**src/rtl/keypad_scanner_pkg.sv**
```systemverilog
// Shared types and constants for the 4x4 matrix keypad scanner.
// Internal key state is {none_flag, code}; KEY_NONE has the flag set.
package keypad_scanner_pkg;

    localparam int NUM_ROWS = 4;
    localparam int NUM_COLS = 4;

    typedef logic [3:0] key_code_t;
    typedef logic [4:0] key_state_t;

    localparam key_state_t KEY_NONE = 5'b1_0000;

    typedef enum logic {
        S_DRIVE  = 1'b0,
        S_SAMPLE = 1'b1
    } scan_state_e;

    // KEYMAP[row][col], ascending indices so row 0 / col 0 come first.
    localparam logic [0:3][0:3][3:0] KEYMAP = '{
        '{4'h1, 4'h2, 4'h3, 4'hA},
        '{4'h4, 4'h5, 4'h6, 4'hB},
        '{4'h7, 4'h8, 4'h9, 4'hC},
        '{4'h0, 4'hF, 4'hE, 4'hD}
    };

    function automatic key_state_t key_of(input logic [1:0] row, input logic [1:0] col);
        return {1'b0, KEYMAP[row][col]};
    endfunction

endpackage

```
**src/rtl/keypad_scanner_if.sv**
```systemverilog
// CPU-side key event port. key_valid/key_ack form a hold-until-acked handshake:
// key_valid stays high with a stable key_code until a cycle where key_ack=1 and key_valid=1.
interface keypad_scanner_if;
    import keypad_scanner_pkg::*;

    key_code_t key_code;
    logic      key_valid;
    logic      key_ack;
    logic      key_down;
    logic      overrun;

    modport master (
        output key_code,
        output key_valid,
        output key_down,
        output overrun,
        input  key_ack
    );

    modport slave (
        input  key_code,
        input  key_valid,
        input  key_down,
        input  overrun,
        output key_ack
    );

endinterface

```
**src/rtl/keypad_scanner_debounce.sv**
```systemverilog
// Accepts a new key state only after DEBOUNCE_SCANS identical full-scan results;
// emits a one-cycle press pulse on none->K and K1->K2 transitions.
module keypad_scanner_debounce
    import keypad_scanner_pkg::*;
#(
    parameter int DEBOUNCE_SCANS = 16
) (
    input  logic       clk,
    input  logic       rst_n,
    input  logic       scan_valid_i,
    input  key_state_t scan_result_i,
    output key_state_t state_o,
    output logic       press_o,
    output logic       key_down_o
);

    localparam int CW = $clog2(DEBOUNCE_SCANS + 1);
    localparam logic [CW-1:0] CMAX = CW'(DEBOUNCE_SCANS);

    key_state_t    prev_q, prev_d;
    key_state_t    state_q, state_d;
    logic [CW-1:0] count_q, count_d;
    logic          press_q, press_d;

    always_comb begin
        prev_d  = prev_q;
        count_d = count_q;
        state_d = state_q;
        press_d = 1'b0;
        if (scan_valid_i) begin
            prev_d = scan_result_i;
            if (scan_result_i == prev_q) begin
                count_d = (count_q == CMAX) ? CMAX : count_q + 1'b1;
            end else begin
                count_d = CW'(1);
            end
            // Release (K->none) updates the state but is not a press.
            if (count_d == CMAX && scan_result_i != state_q) begin
                state_d = scan_result_i;
                press_d = !scan_result_i[4];
            end
        end
    end

    always_ff @(posedge clk or negedge rst_n) begin
        if (!rst_n) begin
            prev_q  <= KEY_NONE;
            count_q <= '0;
            state_q <= KEY_NONE;
            press_q <= 1'b0;
        end else begin
            prev_q  <= prev_d;
            count_q <= count_d;
            state_q <= state_d;
            press_q <= press_d;
        end
    end

    assign state_o    = state_q;
    assign press_o    = press_q;
    assign key_down_o = !state_q[4];

endmodule

```
**src/rtl/keypad_scanner.sv**
```systemverilog
// 4x4 keypad scanner: column strobe FSM, row synchronizer, debounce and a
// single-entry key event register read by the CPU.
module keypad_scanner
    import keypad_scanner_pkg::*;
#(
    parameter int SETTLE_CYCLES  = 1000,
    parameter int DEBOUNCE_SCANS = 16
) (
    input  logic              clk,
    input  logic              rst_n,
    input  logic [3:0]        rows_i,
    output logic [3:0]        cols_o,
    output scan_state_e       state_o,
    keypad_scanner_if.master  kif
);

    localparam int SW = $clog2(SETTLE_CYCLES + 1);

    logic [3:0]    rows_meta_q, rows_sync_q;
    scan_state_e   state_q;
    logic [1:0]    col_q;
    logic [3:0]    cols_q;
    logic [SW-1:0] settle_q;
    key_state_t    acc_q;

    key_state_t    col_hit, scan_res;
    logic          scan_vld;

    key_state_t    deb_state;
    logic          press, key_down;

    key_code_t     code_q;
    logic          valid_q, overrun_q;
    logic          ack;

    always_ff @(posedge clk or negedge rst_n) begin
        if (!rst_n) begin
            rows_meta_q <= 4'b1111;
            rows_sync_q <= 4'b1111;
        end else begin
            rows_meta_q <= rows_i;
            rows_sync_q <= rows_meta_q;
        end
    end

    // Lowest row in the current column wins; earlier columns win over later ones.
    always_comb begin
        col_hit = KEY_NONE;
        for (int r = NUM_ROWS - 1; r >= 0; r--) begin
            if (!rows_sync_q[r]) col_hit = key_of(2'(r), col_q);
        end
        scan_res = (col_q != 2'd0 && !acc_q[4]) ? acc_q : col_hit;
        scan_vld = (state_q == S_SAMPLE) && (col_q == 2'(NUM_COLS - 1));
    end

    always_ff @(posedge clk or negedge rst_n) begin
        if (!rst_n) begin
            state_q  <= S_DRIVE;
            col_q    <= 2'd0;
            cols_q   <= 4'b1110;
            settle_q <= '0;
            acc_q    <= KEY_NONE;
        end else begin
            case (state_q)
                S_DRIVE: begin
                    if (settle_q == SW'(SETTLE_CYCLES - 1)) begin
                        state_q  <= S_SAMPLE;
                        settle_q <= '0;
                    end else begin
                        settle_q <= settle_q + 1'b1;
                    end
                end
                S_SAMPLE: begin
                    acc_q   <= scan_res;
                    col_q   <= col_q + 2'd1;
                    cols_q  <= {cols_q[2:0], cols_q[3]};
                    state_q <= S_DRIVE;
                end
                default: state_q <= S_DRIVE;
            endcase
        end
    end

    keypad_scanner_debounce #(
        .DEBOUNCE_SCANS(DEBOUNCE_SCANS)
    ) u_debounce (
        .clk          (clk),
        .rst_n        (rst_n),
        .scan_valid_i (scan_vld),
        .scan_result_i(scan_res),
        .state_o      (deb_state),
        .press_o      (press),
        .key_down_o   (key_down)
    );

    assign ack = kif.key_ack && valid_q;

    // A press coincident with an ack replaces the consumed code without dropping valid.
    always_ff @(posedge clk or negedge rst_n) begin
        if (!rst_n) begin
            code_q    <= '0;
            valid_q   <= 1'b0;
            overrun_q <= 1'b0;
        end else if (press) begin
            if (!valid_q || ack) begin
                code_q  <= deb_state[3:0];
                valid_q <= 1'b1;
                if (ack) overrun_q <= 1'b0;
            end else begin
                overrun_q <= 1'b1;
            end
        end else if (ack) begin
            valid_q   <= 1'b0;
            overrun_q <= 1'b0;
        end
    end

    assign cols_o        = cols_q;
    assign state_o       = state_q;
    assign kif.key_code  = code_q;
    assign kif.key_valid = valid_q;
    assign kif.overrun   = overrun_q;
    assign kif.key_down  = key_down;

endmodule
```
**src/flat_wrapper.sv**
```systemverilog
// flat-port wrapper written by rule: the top's interface ports become plain ports
module keypad_scanner_flat import keypad_scanner_pkg::*;
#(
    parameter int SETTLE_CYCLES  = 1000,
    parameter int DEBOUNCE_SCANS = 16
)
  (clk, rst_n, rows_i, cols_o, state_o, kif_key_code, kif_key_valid, kif_key_down, kif_overrun, kif_key_ack);
  keypad_scanner_if kif_i ();
  input  logic clk;
  input  logic rst_n;
  input  logic [3:0] rows_i;
  output logic [3:0] cols_o;
  output scan_state_e state_o;
  output wire logic [$bits(kif_i.key_code)-1:0] kif_key_code;
  output wire logic [$bits(kif_i.key_valid)-1:0] kif_key_valid;
  output wire logic [$bits(kif_i.key_down)-1:0] kif_key_down;
  output wire logic [$bits(kif_i.overrun)-1:0] kif_overrun;
  input wire logic [$bits(kif_i.key_ack)-1:0] kif_key_ack;
  assign kif_key_code = kif_i.key_code;
  assign kif_key_valid = kif_i.key_valid;
  assign kif_key_down = kif_i.key_down;
  assign kif_overrun = kif_i.overrun;
  assign kif_i.key_ack = kif_key_ack;
  keypad_scanner #(.SETTLE_CYCLES(SETTLE_CYCLES), .DEBOUNCE_SCANS(DEBOUNCE_SCANS)) u_core (.clk(clk), .rst_n(rst_n), .rows_i(rows_i), .cols_o(cols_o), .state_o(state_o), .kif(kif_i));
endmodule
```
**config.mk**
```make
export PLATFORM = sky130hd
export DESIGN_NAME = keypad_scanner_flat
export DESIGN_NICKNAME = d
export VERILOG_FILES = /design/src/rtl/keypad_scanner_pkg.sv /design/src/rtl/keypad_scanner_if.sv /design/src/rtl/keypad_scanner_debounce.sv /design/src/rtl/keypad_scanner.sv /design/src/flat_wrapper.sv
export SDC_FILE = /design/constraint.sdc
export NUM_CORES = 1
export LEC_CHECK = 0
export CAP_MARGIN = 20
export CORE_MARGIN = 2
export CORE_UTILIZATION = 33
export CTS_BUF_LIST = sky130_fd_sc_hd__clkbuf_8
export DETAILED_ROUTE_END_ITERATION = 12
export PLACE_DENSITY_LB_ADDON = 0.2
export SYNTH_ARGS = -nofsm -noshare
export SYNTH_HDL_FRONTEND = slang
export SYNTH_SLANG_ARGS = --single-unit
```
**constraint.sdc**
```tcl
create_clock -name clk -period 3.29 [get_ports clk]
set_input_delay 0.658 -clock clk [delete_from_list [all_inputs] [get_ports clk]]
set_output_delay 0.658 -clock clk [all_outputs]
set_load 0.05 [all_outputs]
```
==> results of run 1 <==
[metal layers]
layer | up-vias | track usage, %
met3 | 4 | 2.88
met5 | - | 0
met1 | 820 | 15.9
met4 | 0 | 4.10
li1 | 878 | -
met2 | 18 | 19.9
[cells by family after synthesis]
group / synth area share [%]
AOI/OAI and AO/OA: 11.6
muxes: 8.64
DFF: 51.5
adders and majority gates: 3.91
buffers and inverters: 1.90
and+or+nand+nor: 17.3
xor gates and xnor gates: 5.13
[area by class of cell]
cell class              instances  share of cell area [%]
flip-flops and latches         52                    43.8
clock inverters                 3                    1.25
multi-input cells             167                    39.7
repair buffers                 25                    7.57
clock buffers                   5                    2.29
well taps                     102                    4.24
inverters                       9                    1.12
[through the flow]
stage	hold WS, ns	setup WS (ns)	instances
floorplan	0.345	0.585	232
global placement	0.346	0.444	355
detailed placement	0.347	0.413	355
CTS	0.360	0.379	363
global route	0.362	0.148	363
finish	0.360	0.393	363
[final timing paths]
path / end / slack, ns / cells past startpoint
max: u_core.u_debounce.state_o[1]$_DFFE_PN0P_ / 0.39 / 9
min: u_core.rows_sync_q[1]$_DFF_PN1_ / 0.36 / 0
max reg2reg: u_core.u_debounce.state_o[1]$_DFFE_PN0P_ / 0.39 / 9
min reg2reg: u_core.rows_sync_q[1]$_DFF_PN1_ / 0.36 / 0
max in group asynchronous: u_core.u_debounce.count_q[3]$_DFFE_PN0P_ / 2.37 / 2
min in group asynchronous: u_core.u_debounce.count_q[2]$_DFFE_PN0P_ / 0.45 / 2
[sequential cells by signal, indices dropped and copies added, names as in the netlist, 5 cells and up]
signal and count:
u_core.settle_q 10, u_core.acc_q 5, u_core.u_debounce.count_q 5, u_core.u_debounce.prev_q 5, u_core.u_debounce.state_o 5
[cells in the mapped netlist, types with 4 or more instances]
cell	count
nand3_1	7
xnor2_1	11
dfstp_2	14
nor3_1	8
mux2_2	14
inv_1	9
o21ai_0	11
nand2_1	24
xor2_1	4
dfrtp_1	38
a21oi_1	11
nand2b_1	6
ha_1	8
nor2_1	12
[worst reg2reg max path, cell delays in order (launching register included)]
cell	delay, ns
dfrtp_1	0.45
inv_1	0.13
ha_1	0.34
and3b_1	0.25
a211o_1	0.34
a211oi_2	0.29
nand4_1	0.23
nor4_4	0.30
nand2_2	0.14
mux2_1	0.32
[power by group]
group	internal, W	switching, W
Clock	0.000222	0.000206
Sequential	0.000648	0.00000540
Combinational	0.0000209	0.0000301
==> results.json, run 1 <==
{
  "crit_path_top_delay_cell": "dfrtp_1",
  "n_antenna_cell": 0,
  "nFillCells": 763,
  "finalSetupTns_ns": 0,
  "crit_chain": "inv_1 -> ha_1 -> and3b_1 -> a211o_1 -> a211oi_2 -> nand4_1 -> nor4_4 -> nand2_2 -> mux2_1",
  "ctsRootBufferMaster": "clkbuf_8",
  "synth_cells": 232,
  "clock.fmax_mhz": 345,
  "max_stage_delay_ns": 0.45,
  "syn_to_final_growth_pct": 17.4,
  "status": "finished clean",
  "clock_skew_ns": 0.00765,
  "slew_violations": 0,
  "yosysSeqAreaShare_pct": 51.5,
  "die_w_um": 92.1,
  "drive_above_1_share_pct": 20.3,
  "cts_resized": 0,
  "tritoncts": "done",
  "hold_violations": 0,
  "overflow": 0,
  "layout.area.seq_um2": 1320,
  "insertion_delay_ns": 0.30,
  "synth-seq-cells": 52,
  "holdCritStartpoint": "u_core.rows_meta_q[1]$_DFF_PN1_",
  "ys_types": 52,
  "crit_family": "simple AND/OR/NAND/NOR gates",
  "synth_top_area_cell": "dfrtp_1",
  "dieArea_um2": 8490,
  "critPathKind": "reg2reg",
  "cts_max_level": 2,
  "r2r_start": "u_core.col_q[0]$_DFFE_PN0P_",
  "antenna_found_initial": 0,
  "io_pins": 19,
  "multi_input_area_um2": 1190,
  "path_clk_slew_ns": 0.10,
  "worst_slew_pin_slew_ns": 0.662,
  "startpoint_type": "register",
  "crit_fanout": 9,
  "synthFlopType": "dfrtp_1",
  "cp.arrival_ns": 3.09,
  "cts_sinks": 52,
  "initial_core_util_pct": 33.7,
  "nets": 275,
  "min_path_type": "reg2reg",
  "slew_headroom_pct": 55.8,
  "p_total_w": 0.00113,
  "cp_num_buf_inv": 1,
  "netlist_top_cells_area": "dfrtp_1, dfstp_2, mux2_2, ha_1, xnor2_1",
  "drt_wl_total_mm": 4.81,
  "avgViaCountPerCell": 4.74,
  "drc": 0,
  "p_per_area_nw_per_um2": 376,
  "wire_per_inst_um": 13.3,
  "yosys_warnings": 0,
  "rsz0062_at_grt": "no",
  "ir_drop_mv": 0.265,
  "vias": 1720,
  "grt_pass1_wl_mm": 8.19,
  "dr.pass1.iters": 4,
  "grtUsageTotal_pct": 12.2,
  "period_needed_ns": 2.90,
  "ant_nets": 0,
  "cts_buffer_depth": 2,
  "synth_edf_count": 0,
  "dp_hpwl_mm": 3.37,
  "cts_buffers": 5,
  "worstPathRequired_ns": 3.49,
  "stdcell_area_um2": 3010,
  "layout_commonest_cell": "dfrtp_1",
  "grt_pass1_vias": 1723,
  "core_um2": 7610,
  "syn_nets": 247,
  "setup_violations": 0,
  "setup.worst_path.start": "u_core.col_q[0]$_DFFE_PN0P_",
  "final_util_pct": 39.6,
  "syn_area_per_cell_um2": 11.0,
  "fp-row-count": 32,
  "layout_common_cells": "dfrtp_1, nand2_1, clkdlybuf4s50_1, mux2_2, dfstp_2",
  "highest_layer": "met4",
  "cap_violations": 0,
  "route.met3.wl_um": 114,
  "m1WireLength_mm": 2.41,
  "wl_met2_mm": 2.24,
  "end_kind": "register",
  "postCtsSetupRepairBufs": 0,
  "drtIter0Drc": 38,
  "hold_buffers": 0,
  "syn-cell-area_um2": 2560,
  "fin_crit_sh_pct": 88.1,
  "place_congestion": 0.810,
  "portBuffers": 18,
  "grt_max_degree": 53,
  "dieHeight_um": 92.1,
  "dpl-instance-area_um2": 2900,
  "leakage_nw": 1.34,
  "synthArstFlopShare_pct": 100,
  "netlist.area_leader.share_pct": 37.1
}
No activity file was read; power rests on OpenSTA's default activity.
==> run 2, diff against run 1 <==
--- a/config.mk
+++ b/config.mk
@@ -11,6 +11,8 @@
 export CTS_BUF_LIST = sky130_fd_sc_hd__clkbuf_8
 export DETAILED_ROUTE_END_ITERATION = 12
 export PLACE_DENSITY_LB_ADDON = 0.2
+export SETUP_SLACK_MARGIN = 0.02
+export SKIP_CTS_REPAIR_TIMING = 1
 export SYNTH_ARGS = -nofsm -noshare
 export SYNTH_HDL_FRONTEND = slang
 export SYNTH_SLANG_ARGS = --single-unit
==> results of run 2 <==
No change in the layout: final DEF, timing and power equal those of run 1.
==> run 3, diff against run 2 <==
--- a/config.mk
+++ b/config.mk
@@ -5,9 +5,10 @@
 export SDC_FILE = /design/constraint.sdc
 export NUM_CORES = 1
 export LEC_CHECK = 0
-export CAP_MARGIN = 20
+export CAP_MARGIN = 40
+export CORE_ASPECT_RATIO = 0.9
 export CORE_MARGIN = 2
-export CORE_UTILIZATION = 33
+export CORE_UTILIZATION = 55
 export CTS_BUF_LIST = sky130_fd_sc_hd__clkbuf_8
 export DETAILED_ROUTE_END_ITERATION = 12
 export PLACE_DENSITY_LB_ADDON = 0.2
==> results.json, run 3 (same netlist as run 1, synthesis figures left out) <==
{
  "cts_sinks": 52,
  "min_path_type": "in2async",
  "dieArea_um2": 5220,
  "overflow": 0,
  "clock.fmax_mhz": 344,
  "drt_wl_total_mm": 4.66,
  "vias": 1770,
  "largest_reg_flops": 10,
  "leakage_nw": 1.34,
  "nFillCells": 350,
  "layout_commonest_cell": "dfrtp_1",
  "grtUsageTotal_pct": 19.9,
  "rsz0062_at_grt": "no",
  "slew_headroom_pct": 62.8,
  "drtIter0Drc": 96,
  "place_congestion": 0.853,
  "worstPathRequired_ns": 3.49,
  "ir_drop_mv": 0.285,
  "n_antenna_cell": 0,
  "worst_slew_pin_slew_ns": 0.556,
  "tritoncts": "done",
  "clock_skew_ns": 0.00581,
  "cts_max_level": 2,
  "critPathKind": "reg2reg",
  "grt_pass1_vias": 1676,
  "nets": 275,
  "dr.pass1.iters": 4,
  "path_clk_slew_ns": 0.09,
  "ctsRootBufferMaster": "clkbuf_8",
  "startpoint_type": "register",
  "max_stage_delay_ns": 0.45,
  "hold_violations": 0,
  "cp.arrival_ns": 3.11,
  "crit_path_top_delay_cell": "dfrtp_1",
  "dp_hpwl_mm": 3.21,
  "fin_crit_sh_pct": 88.4,
  "cts_buffers": 5,
  "die_w_um": 76.0,
  "regMostFlops": "u_core.settle_q",
  "fp-row-count": 23,
  "grt_pass1_wl_mm": 8.04,
  "ant_nets": 0,
  "cts_buffer_depth": 2,
  "drive_above_1_share_pct": 21.5,
  "initial_core_util_pct": 57.4,
  "wire_per_inst_um": 14.4,
  "final_util_pct": 67.1,
  "avgViaCountPerCell": 5.48,
  "insertion_delay_ns": 0.31,
  "crit_fanout": 9,
  "io_pins": 19,
  "cap_violations": 0,
  "drc": 0,
  "antenna_found_initial": 0,
  "syn_to_final_growth_pct": 16.7,
  "slew_violations": 0,
  "layout_common_cells": "dfrtp_1, nand2_1, clkdlybuf4s50_1, mux2_2, dfstp_2",
  "period_needed_ns": 2.91,
  "core_um2": 4460,
  "crit_chain": "inv_1 -> ha_1 -> or3b_4 -> a211oi_2 -> nand3b_1 -> o2111ai_2 -> nor4_4 -> nand2_2 -> mux2_1",
  "portBuffers": 18,
  "setup_violations": 0,
  "dieHeight_um": 68.8,
  "grt_max_degree": 39,
  "status": "finished clean",
  "p_total_w": 0.00117,
  "end_kind": "register",
  "finalSetupTns_ns": 0,
  "p_per_area_nw_per_um2": 391
}
[run 3: cell count changes in the layout (fill, tap and decap cells not counted), sizes merged]
cell / before / now
clkbuf: 5 / 6
inv: 11 / 9
clkinv: 0 / 1
[run 3: worst max-delay path, delay by kind of cell (launching register included)]
| kind | cells | cell delay (ns) |
|---|---|---|
| AO/OA/AOI/OAI | 2 | 0.45 |
| AND/OR/NAND/NOR | 4 | 1.15 |
| adder cells (fa/ha/maj) | 1 | 0.33 |
| flip-flops | 1 | 0.45 |
| buffers and inverters | 1 | 0.12 |
| multiplexers | 1 | 0.32 |
[run 3: power breakdown]
part           internal, W  leakage (nW)  switching (W)  total (W)
Clock             0.000249        0.0614       0.000215   0.000464
Sequential        0.000648         0.657     0.00000535   0.000654
Combinational    0.0000220         0.625      0.0000304  0.0000524
Total             0.000919          1.34       0.000251    0.00117
[run 3: metrics by stage]
step	hold slack (ns)	instances	instance area [µm²]	setup WS, ns
after global placement	0.346	314	2850	0.376
after CTS	0.206	323	2990	0.252
after detailed placement	0.347	315	2870	0.274
final	0.200	323	2990	0.382
after floorplan	0.345	232	2560	0.585
after global routing	0.205	323	2990	0.141
[run 3: cell type report]
cell class | count | area, µm² | share of cell area, %
flip-flops and latches | 52 | 1320 | 44.1
inverters | 9 | 33.8 | 1.13
multi-input cells | 167 | 1200 | 40.1
well taps | 62 | 77.6 | 2.59
clock buffers | 6 | 82.6 | 2.76
repair buffers | 25 | 240 | 8.03
clock inverters | 2 | 38.8 | 1.30
[run 3: routing by layer]
metal	track usage (%)	wire length (µm)	up-vias
li1	-	-	884
met5	0	0	-
met3	5.34	168	7
met2	32.8	2160	27
met1	26.6	2270	852
met4	5.91	53	0
[run 3: path summary, 6_finish.rpt]
| path | startpoint | endpoint | slack (ns) | cells past startpoint |
|---|---|---|---|---|
| setup / recovery | u_core.col_q[0]$_DFFE_PN0P_ | u_core.u_debounce.state_o[3]$_DFFE_PN0P_ | 0.38 | 9 |
| hold / removal | rst_n | u_core.u_debounce.count_q[0]$_DFFE_PN0P_ | 0.20 | 1 |
| setup reg to reg | u_core.col_q[0]$_DFFE_PN0P_ | u_core.u_debounce.state_o[3]$_DFFE_PN0P_ | 0.38 | 9 |
| hold reg to reg | u_core.rows_meta_q[1]$_DFF_PN1_ | u_core.rows_sync_q[1]$_DFF_PN1_ | 0.36 | 0 |
| max in group asynchronous | rst_n | u_core.rows_meta_q[0]$_DFF_PN1_ | 2.55 | 2 |
| min in group clk | u_core.rows_meta_q[1]$_DFF_PN1_ | u_core.rows_sync_q[1]$_DFF_PN1_ | 0.36 | 0 |
